### config.mk
export PLATFORM = sky130hd
export DESIGN_NAME = button_debounce
export DESIGN_NICKNAME = d
export VERILOG_FILES = /design/src/rtl/button_pkg.sv /design/src/rtl/tick_gen.sv /design/src/rtl/button_debounce.sv
export SDC_FILE = /design/constraint.sdc
export NUM_CORES = 1
export LEC_CHECK = 0
export BUFFER_PORTS_ARGS = -buffer_cell sky130_fd_sc_hd__buf_2
export CELL_PAD_IN_SITES_DETAIL_PLACEMENT = 0
export CELL_PAD_IN_SITES_GLOBAL_PLACEMENT = 1
export CORE_UTILIZATION = 49
export CTS_CLUSTER_DIAMETER = 200
export DETAILED_ROUTE_END_ITERATION = 10
export PLACE_DENSITY_LB_ADDON = 0.1
export SYNTH_ARGS = -nofsm -noshare
export SYNTH_HDL_FRONTEND = slang
export SYNTH_HIERARCHICAL = 1
export SYNTH_SLANG_ARGS = --single-unit
### constraint.sdc
create_clock -name clk -period 4.21 [get_ports clk]
set_clock_uncertainty 0.2 [all_clocks]
set_input_delay 0.842 -clock clk [delete_from_list [all_inputs] [get_ports clk]]
set_output_delay 0.842 -clock clk [all_outputs]
set_load 0.05 [all_outputs]
### src/rtl/button_pkg.sv
// Shared constants for the button debouncer: bank width and default timing.
package button_pkg;

  localparam int NUM_BUTTONS      = 8;
  localparam int DEF_CLK_FREQ     = 200_000_000;
  localparam int DEF_DEBOUNCE_HZ  = 1000;
  localparam int DEF_STABLE_TICKS = 4;
  localparam int DEF_LONG_TICKS   = 1000;

  // Bits needed to hold the values 0..max_val.
  function automatic int cnt_width(input int max_val);
    return (max_val < 2) ? 1 : $clog2(max_val + 1);
  endfunction

endpackage

### src/rtl/tick_gen.sv
// Sample-tick divider: counts 0..TICK_DIV-1 and flags the terminal count for one cycle.
module tick_gen
  import button_pkg::*;
#(
  parameter int CLK_FREQ    = DEF_CLK_FREQ,
  parameter int DEBOUNCE_HZ = DEF_DEBOUNCE_HZ
) (
  input  logic clk,
  input  logic rst,
  output logic tick
);

  localparam int TICK_DIV = CLK_FREQ / DEBOUNCE_HZ;
  localparam int CW       = cnt_width(TICK_DIV - 1);
  localparam logic [CW-1:0] LAST = CW'(TICK_DIV - 1);

  logic [CW-1:0] cnt_q, cnt_d;

  always_comb begin
    tick  = (cnt_q == LAST);
    cnt_d = tick ? '0 : cnt_q + CW'(1);
  end

  always_ff @(posedge clk) begin
    if (rst) begin
      cnt_q <= '0;
    end else begin
      cnt_q <= cnt_d;
    end
  end

endmodule

### src/rtl/button_debounce.sv
// Eight-button debouncer with press/release pulses; long-press detection is built
// only when BUTTON_DEBOUNCE_LONGPRESS_EN is defined, otherwise long_press is tied low.
module button_debounce
  import button_pkg::*;
#(
  parameter int CLK_FREQ     = DEF_CLK_FREQ,
  parameter int DEBOUNCE_HZ  = DEF_DEBOUNCE_HZ,
  parameter int STABLE_TICKS = DEF_STABLE_TICKS,
  parameter int LONG_TICKS   = DEF_LONG_TICKS
) (
  input  logic                   clk,
  input  logic                   rst,
  input  logic [NUM_BUTTONS-1:0] buttons,
  output logic [NUM_BUTTONS-1:0] state,
  output logic [NUM_BUTTONS-1:0] pressed,
  output logic [NUM_BUTTONS-1:0] released,
  output logic [NUM_BUTTONS-1:0] long_press
);

  localparam int TICK_DIV = CLK_FREQ / DEBOUNCE_HZ;
  localparam int SW       = $clog2(STABLE_TICKS + 1);

  if (TICK_DIV < 2 || STABLE_TICKS < 2 || STABLE_TICKS > 255 || LONG_TICKS < 1) begin : g_bad_params
    $error("button_debounce: parameter out of range");
  end

  logic                   tick;
  logic [NUM_BUTTONS-1:0] sync1_q, sync2_q;

  tick_gen #(
    .CLK_FREQ   (CLK_FREQ),
    .DEBOUNCE_HZ(DEBOUNCE_HZ)
  ) u_tick (
    .clk (clk),
    .rst (rst),
    .tick(tick)
  );

  // Raw levels are asynchronous; nothing downstream looks at buttons directly.
  always_ff @(posedge clk) begin
    if (rst) begin
      sync1_q <= '0;
      sync2_q <= '0;
    end else begin
      sync1_q <= buttons;
      sync2_q <= sync1_q;
    end
  end

  for (genvar gi = 0; gi < NUM_BUTTONS; gi++) begin : g_bit
    logic [SW-1:0] stab_q, stab_d;
    logic          st_q, st_d;
    logic          pr_q, pr_d;
    logic          rl_q, rl_d;

    always_comb begin
      stab_d = '0;
      st_d   = st_q;
      pr_d   = 1'b0;
      rl_d   = 1'b0;
      if (sync2_q[gi] != st_q) begin
        stab_d = stab_q;
        if (tick) begin
          if (stab_q + SW'(1) == SW'(STABLE_TICKS)) begin
            stab_d = '0;
            st_d   = ~st_q;
            pr_d   = ~st_q;
            rl_d   = st_q;
          end else begin
            stab_d = stab_q + SW'(1);
          end
        end
      end
    end

    always_ff @(posedge clk) begin
      if (rst) begin
        stab_q <= '0;
        st_q   <= 1'b0;
        pr_q   <= 1'b0;
        rl_q   <= 1'b0;
      end else begin
        stab_q <= stab_d;
        st_q   <= st_d;
        pr_q   <= pr_d;
        rl_q   <= rl_d;
      end
    end

    assign state[gi]    = st_q;
    assign pressed[gi]  = pr_q;
    assign released[gi] = rl_q;

`ifdef BUTTON_DEBOUNCE_LONGPRESS_EN
    localparam int HW = cnt_width(LONG_TICKS);

    logic [HW-1:0] hold_q, hold_d;
    logic          lp_q, lp_d;

    // Saturates at LONG_TICKS so the event fires once per hold.
    always_comb begin
      hold_d = hold_q;
      lp_d   = 1'b0;
      if (!st_q) begin
        hold_d = '0;
      end else if (tick && hold_q != HW'(LONG_TICKS)) begin
        hold_d = hold_q + HW'(1);
        lp_d   = (hold_q + HW'(1) == HW'(LONG_TICKS));
      end
    end

    always_ff @(posedge clk) begin
      if (rst) begin
        hold_q <= '0;
        lp_q   <= 1'b0;
      end else begin
        hold_q <= hold_d;
        lp_q   <= lp_d;
      end
    end

    assign long_press[gi] = lp_q;
`else
    assign long_press[gi] = 1'b0;
`endif
  end

endmodule

# Word level (Yosys, flattened, before mapping)

Index checks and enable logic that the tools add are counted.

Register bits after elaboration: 82
Bits of input ports: 10
Output and inout port bits: 32

Add/subtract/negate cells: 9
Eq/ne operators: 17
Muxes and demuxes: 8
Bitwise gates (word level): 25
Reduce and logical (&&, ||, !) cells: 25

Operators with widths:

| cell                  | count |
|---|---|
| $reduce_or 4->1       | 8 |
| $not 1->1             | 25 |
| $add 3x1->3 const B   | 8 |
| $eq 3x3->1 const B    | 8 |
| $mux 3                | 8 |
| $reduce_and 3->1      | 8 |
| $add 18x1->18 const B | 1 |
| $eq 18x18->1 const B  | 1 |
| $reduce_or 2->1       | 9 |
| $ne 1x1->1            | 8 |

# Logic depth before layout (Yosys ltp)

Word-level depth: 4
Gate-level depth with buffers: 7

# By module

The synthesis kept the hierarchy.

Modules (own cells, without submodules):

| module          | instances | cells an instance | area an instance (sq um) |
|---|---|---|---|
| button_debounce | 1         | 269               | 2896.5 |
| tick_gen        | 1         | 95                | 845.8 |

# Least setup slack after synthesis

OpenSTA, ideal clock, no wires.

Kind: register to register
Start point: reg u_tick.cnt_q[8]
End point: reg g_bit[1].stab_q[0]
Setup time: 80 ps
Data arrival time: 1974 ps
Data required time: 3930 ps
Path slack: 1955 ps
Stages on the path, launching flop included: 7
Buffers on the path: 1
Clock period less this slack: 2255 ps
Cell sequence: dfxtp_1 -> nor4b_1 -> nand4_1 -> nor4_1 -> buf_4 -> or3b_1 -> a211oi_2

Cells in the longest elaborated chain, start to end: 1

Ends and longest elaborated chain:

| item                   | RTL line              | source |
|---|---|---|
| from (decl)            | tick_gen.sv:17        | `logic [CW-1:0] cnt_q, cnt_d;` |
| from (signal assigned) | tick_gen.sv:28        | `cnt_q <= cnt_d;` |
| $eq 18x18->1           | tick_gen.sv:20        | `tick = (cnt_q == LAST);` |
| via tick               | button_debounce.sv:27 | `logic tick;` |
| to (signal assigned)   | button_debounce.sv:83 | `stab_q <= stab_d;` |
| to (decl)              | button_debounce.sv:51 | `logic [SW-1:0] stab_q, stab_d;` |

The timed path passes the listed nets, and every way through them passes these cells.
A chain may end at the register's enable or synchronous reset.

# Worst setup path after layout

Start point: reg u_tick.cnt_q[8]
End point: reg g_bit[4].rl_q

Cells in the longest elaborated chain, start to end: 3

Ends and longest elaborated chain:

| item                      | RTL line              | source |
|---|---|---|
| $eq 18x18->1              | tick_gen.sv:20        |  |
| via tick                  | button_debounce.sv:27 |  |
| $not 1->1 (no line)       | -                     |  |
| $reduce_or 4->1 (no line) | -                     |  |
| to (signal assigned)      | button_debounce.sv:86 | `rl_q <= rl_d;` |
| to (decl)                 | button_debounce.sv:54 | `logic rl_q, rl_d;` |

The timed path passes the listed nets, and every way through them passes these cells.

==> implementation parameters <==
Parameter                              Value

Timing
  Setup violations, final    0
  Relative max-transition margin    0.400
  Tmin final    2770 ps
  Final period utilization    0.657
  Fin. max-slew vios    0
  Number of hold violations in the final report    0
  RSZ-0062 raised after global routing    no
  Final total negative setup slack    0 ps
  Slew of the pin with the lowest slew margin    897 ps
  Maximum clock rate    0.361 GHz

Drt
  DRC violations left    0
  1st-iter DRT viols    66
  Antenna viol nets, final    0
  Vias per cell    4.85
  DRT Wirelength    5730 um
  Vias post-DR    2313
  Initial DRT Pass Iterations    4
  Post-detailed-route wirelength per cell    12.0 um

Critical path
  Combined buffer and inverter count along the critical path    1
  Data arrival at the endpoint of the critical path    2860 ps
  Peak fanout along the critical path    37
  Kind of cell with the highest combined delay on the critical path    simple AND/OR/NAND/NOR gates
  Critical path type    register to register
  Crit-path cells    nor4b_1, nand4_1, nor4_2, buf_4, and2b_1, and4b_1
  Delay of the slowest cell on the worst path    500 ps
  Worst r2r path cells    6
  CP max-delay cell    sky130_fd_sc_hd__and2b_1
  CP Launch Type    register
  Stages on worst setup path    6
  CP required    4300 ps
  Critical Path End Type    register

Global route
  Wire length of the first global-routing pass    9340 um
  All-layer global routing usage    0.155
  Busiest metal layer after global routing    met2
  Antenna violations before repair    0
  M2 GR Usage    0.230
  Maximum number of pins on one net before global-route repair    38
  Overall overflow remaining after global route    0
  Number of global-route vias before repair    2021
  Met3 track utilization from global routing    0.0305
  GRT met1 Usage    0.212

CTS
  Number of sinks on the clock net    82
  Post CTS Setup Buffer Count    0
  CTS Root Cell    sky130_fd_sc_hd__clkbuf_8
  Worst-path clk slew    80 ps
  H-tree levels    3
  Max Buffers Root-to-Sink    2
  Resized Gates After CTS    0
  Clock network latency to the later pin of the worst-skew pair    350 ps
  CTS tree    yes
  Hold-fix buffers at CTS    0
  Total clock buffers created by CTS    9

Cells and area
  Share of layout cells above drive strength 1    0.193
  Final standard cell area without fillers    3980 sq um
  Sequential Area    1640 sq um
  Cell Count, Final, Fillers Out    477
  Most common library cell in the layout ignoring fill and taps    sky130_fd_sc_hd__dfxtp_1
  Commonest non-fill, non-tap cells in the layout    sky130_fd_sc_hd__dfxtp_1, sky130_fd_sc_hd__buf_2, sky130_fd_sc_hd__ha_1, sky130_fd_sc_hd__inv_1
  Relative area change from synthesis to final layout    6.42%
  Final-layout fill cell count    656
  Antenna cell count    0
  NumNets Final    408
  Final cell utilization of the core    0.543
  Multi-input gate area in the final layout    1750 sq um

Outcome
  Result of the run    complete, no violations

Floorplan
  Overall die area    7990 sq um
  Vertical extent of the die    89.4 um
  Die extent in x    89.4 um
  Initial Utilization    0.510
  Floorplan Core Area    7330 sq um
  Std-Cell Rows    31
  Number of top-level pins    42

Power
  Lkg Pwr    1.51 nW
  Peak VDD IR    0.193 mV
  Areal power density over the cells    355 nW/um^2

Synth
  Number of synthesized flops with an enable pin    0
  Warnings from Yosys    6
  Mean Syn Cell Area    10.3 sq um
  Synthesized area    3740 sq um
  Mapped Cells    364
  Proportion of synthesized chip area in sequential cells    0.439
  Asr flop ratio synth    0
  Yosys cell types    35
  Flop and latch count out of synthesis    82
  Most used flip-flop cell after synthesis    sky130_fd_sc_hd__dfxtp_1

Min path
  HP Class    register to register
  Hold-critical path depth    1

Job
  Max-capacitance violation count    0

Place
  Placed inst area    3780 sq um
  Number of port buffers    33
  Placed wire-length estimate    3860 um
  Number of placed instances with taps included    461
  GPL Wtd Cong    0.756
## worst paths after layout
check | from | end | slack [ps]
worst max-delay path | u_tick/cnt_q[8] | g_bit[4].rl_q | 1440
worst min-delay path | sync1_q[4] | sync2_q[4] | 240
worst max register to register | u_tick/cnt_q[8] | g_bit[4].rl_q | 1440
worst min register to register | sync1_q[4] | sync2_q[4] | 240
## routing by layer
layer / part of all wire / routed length, um
met5: 0 / 0
met3: 0.029 / 166
met4: 0.020 / 113
met1: 0.51 / 2950
met2: 0.44 / 2500
## flip-flops by register name, indices dropped and copies added (netlist names)
signal        cells
sync2_q           8
sync1_q           8
u_tick/cnt_q     18
g_bit.stab_q     24
g_bit.pr_q        8
g_bit.st_q        8
g_bit.rl_q        8
## through the flow
stage | worst slack [ps] | hold WS, ps | power, W
floorplan | 1960 | 214 | 0.000852
global placement | 1440 | 219 | 0.000857
detailed placement | 1440 | 222 | 0.000857
CTS | 1410 | 241 | 0.00143
global route | 1300 | 262 | 0.00148
finish | 1440 | 240 | 0.00141
## logic make-up (layout without fill, tap and decap cells)
| family | Yosys count | after routing | synth area share |
|---|---|---|---|
| AOI/OAI and AO/OA | 29 | 29 | 0.0719 |
| xor gates and xnor gates | 22 | 22 | 0.0515 |
| adders and majority gates | 25 | 25 | 0.0836 |
| buffers and inverters | 66 | 73 | 0.104 |
| DFF | 82 | 82 | 0.439 |
| muxes | 16 | 16 | 0.0428 |
| other | 1 | 8 | 0.00100 |
| and+or+nand+nor | 123 | 123 | 0.207 |
## cell type report
type                       count  share of cell area
clock buffer                  12              0.0390
clock inverter                 4              0.0126
inverter                      21              0.0198
sequential                    82               0.412
timing repair buffer          36              0.0471
tap                           99              0.0311
multi-input combinational    223               0.438
## Yosys cell counts, drive strengths merged (2+ instances only)
cell | n | area share
or3 | 2 | 0.0033
nand4 | 4 | 0.011
xnor2 | 20 | 0.047
nand3 | 13 | 0.017
nor2 | 19 | 0.019
nor4 | 6 | 0.010
dfxtp | 82 | 0.44
clkbuf | 4 | 0.0040
inv | 21 | 0.021
mux2i | 16 | 0.043
a211oi | 8 | 0.025
buf | 41 | 0.079
or3b | 8 | 0.019
nor2b | 16 | 0.027
a21bo | 8 | 0.021
xor2 | 2 | 0.0047
nor3 | 20 | 0.027
nand2 | 6 | 0.0060
and4b | 16 | 0.043
nand2b | 8 | 0.013
ha | 25 | 0.084
or4 | 2 | 0.0060
a21oi | 10 | 0.014
## report_power, final
| part | leakage (nW) | switching, W | total, W | internal (W) |
|---|---|---|---|---|
| Clock | 0.0986 | 0.000269 | 0.000575 | 0.000306 |
| Sequential | 0.664 | 0.00000639 | 0.000791 | 0.000784 |
| Combinational | 0.749 | 0.0000344 | 0.0000474 | 0.0000129 |
| Total | 1.51 | 0.000310 | 0.00141 | 0.00110 |
(Power assumes the default switching activity.)
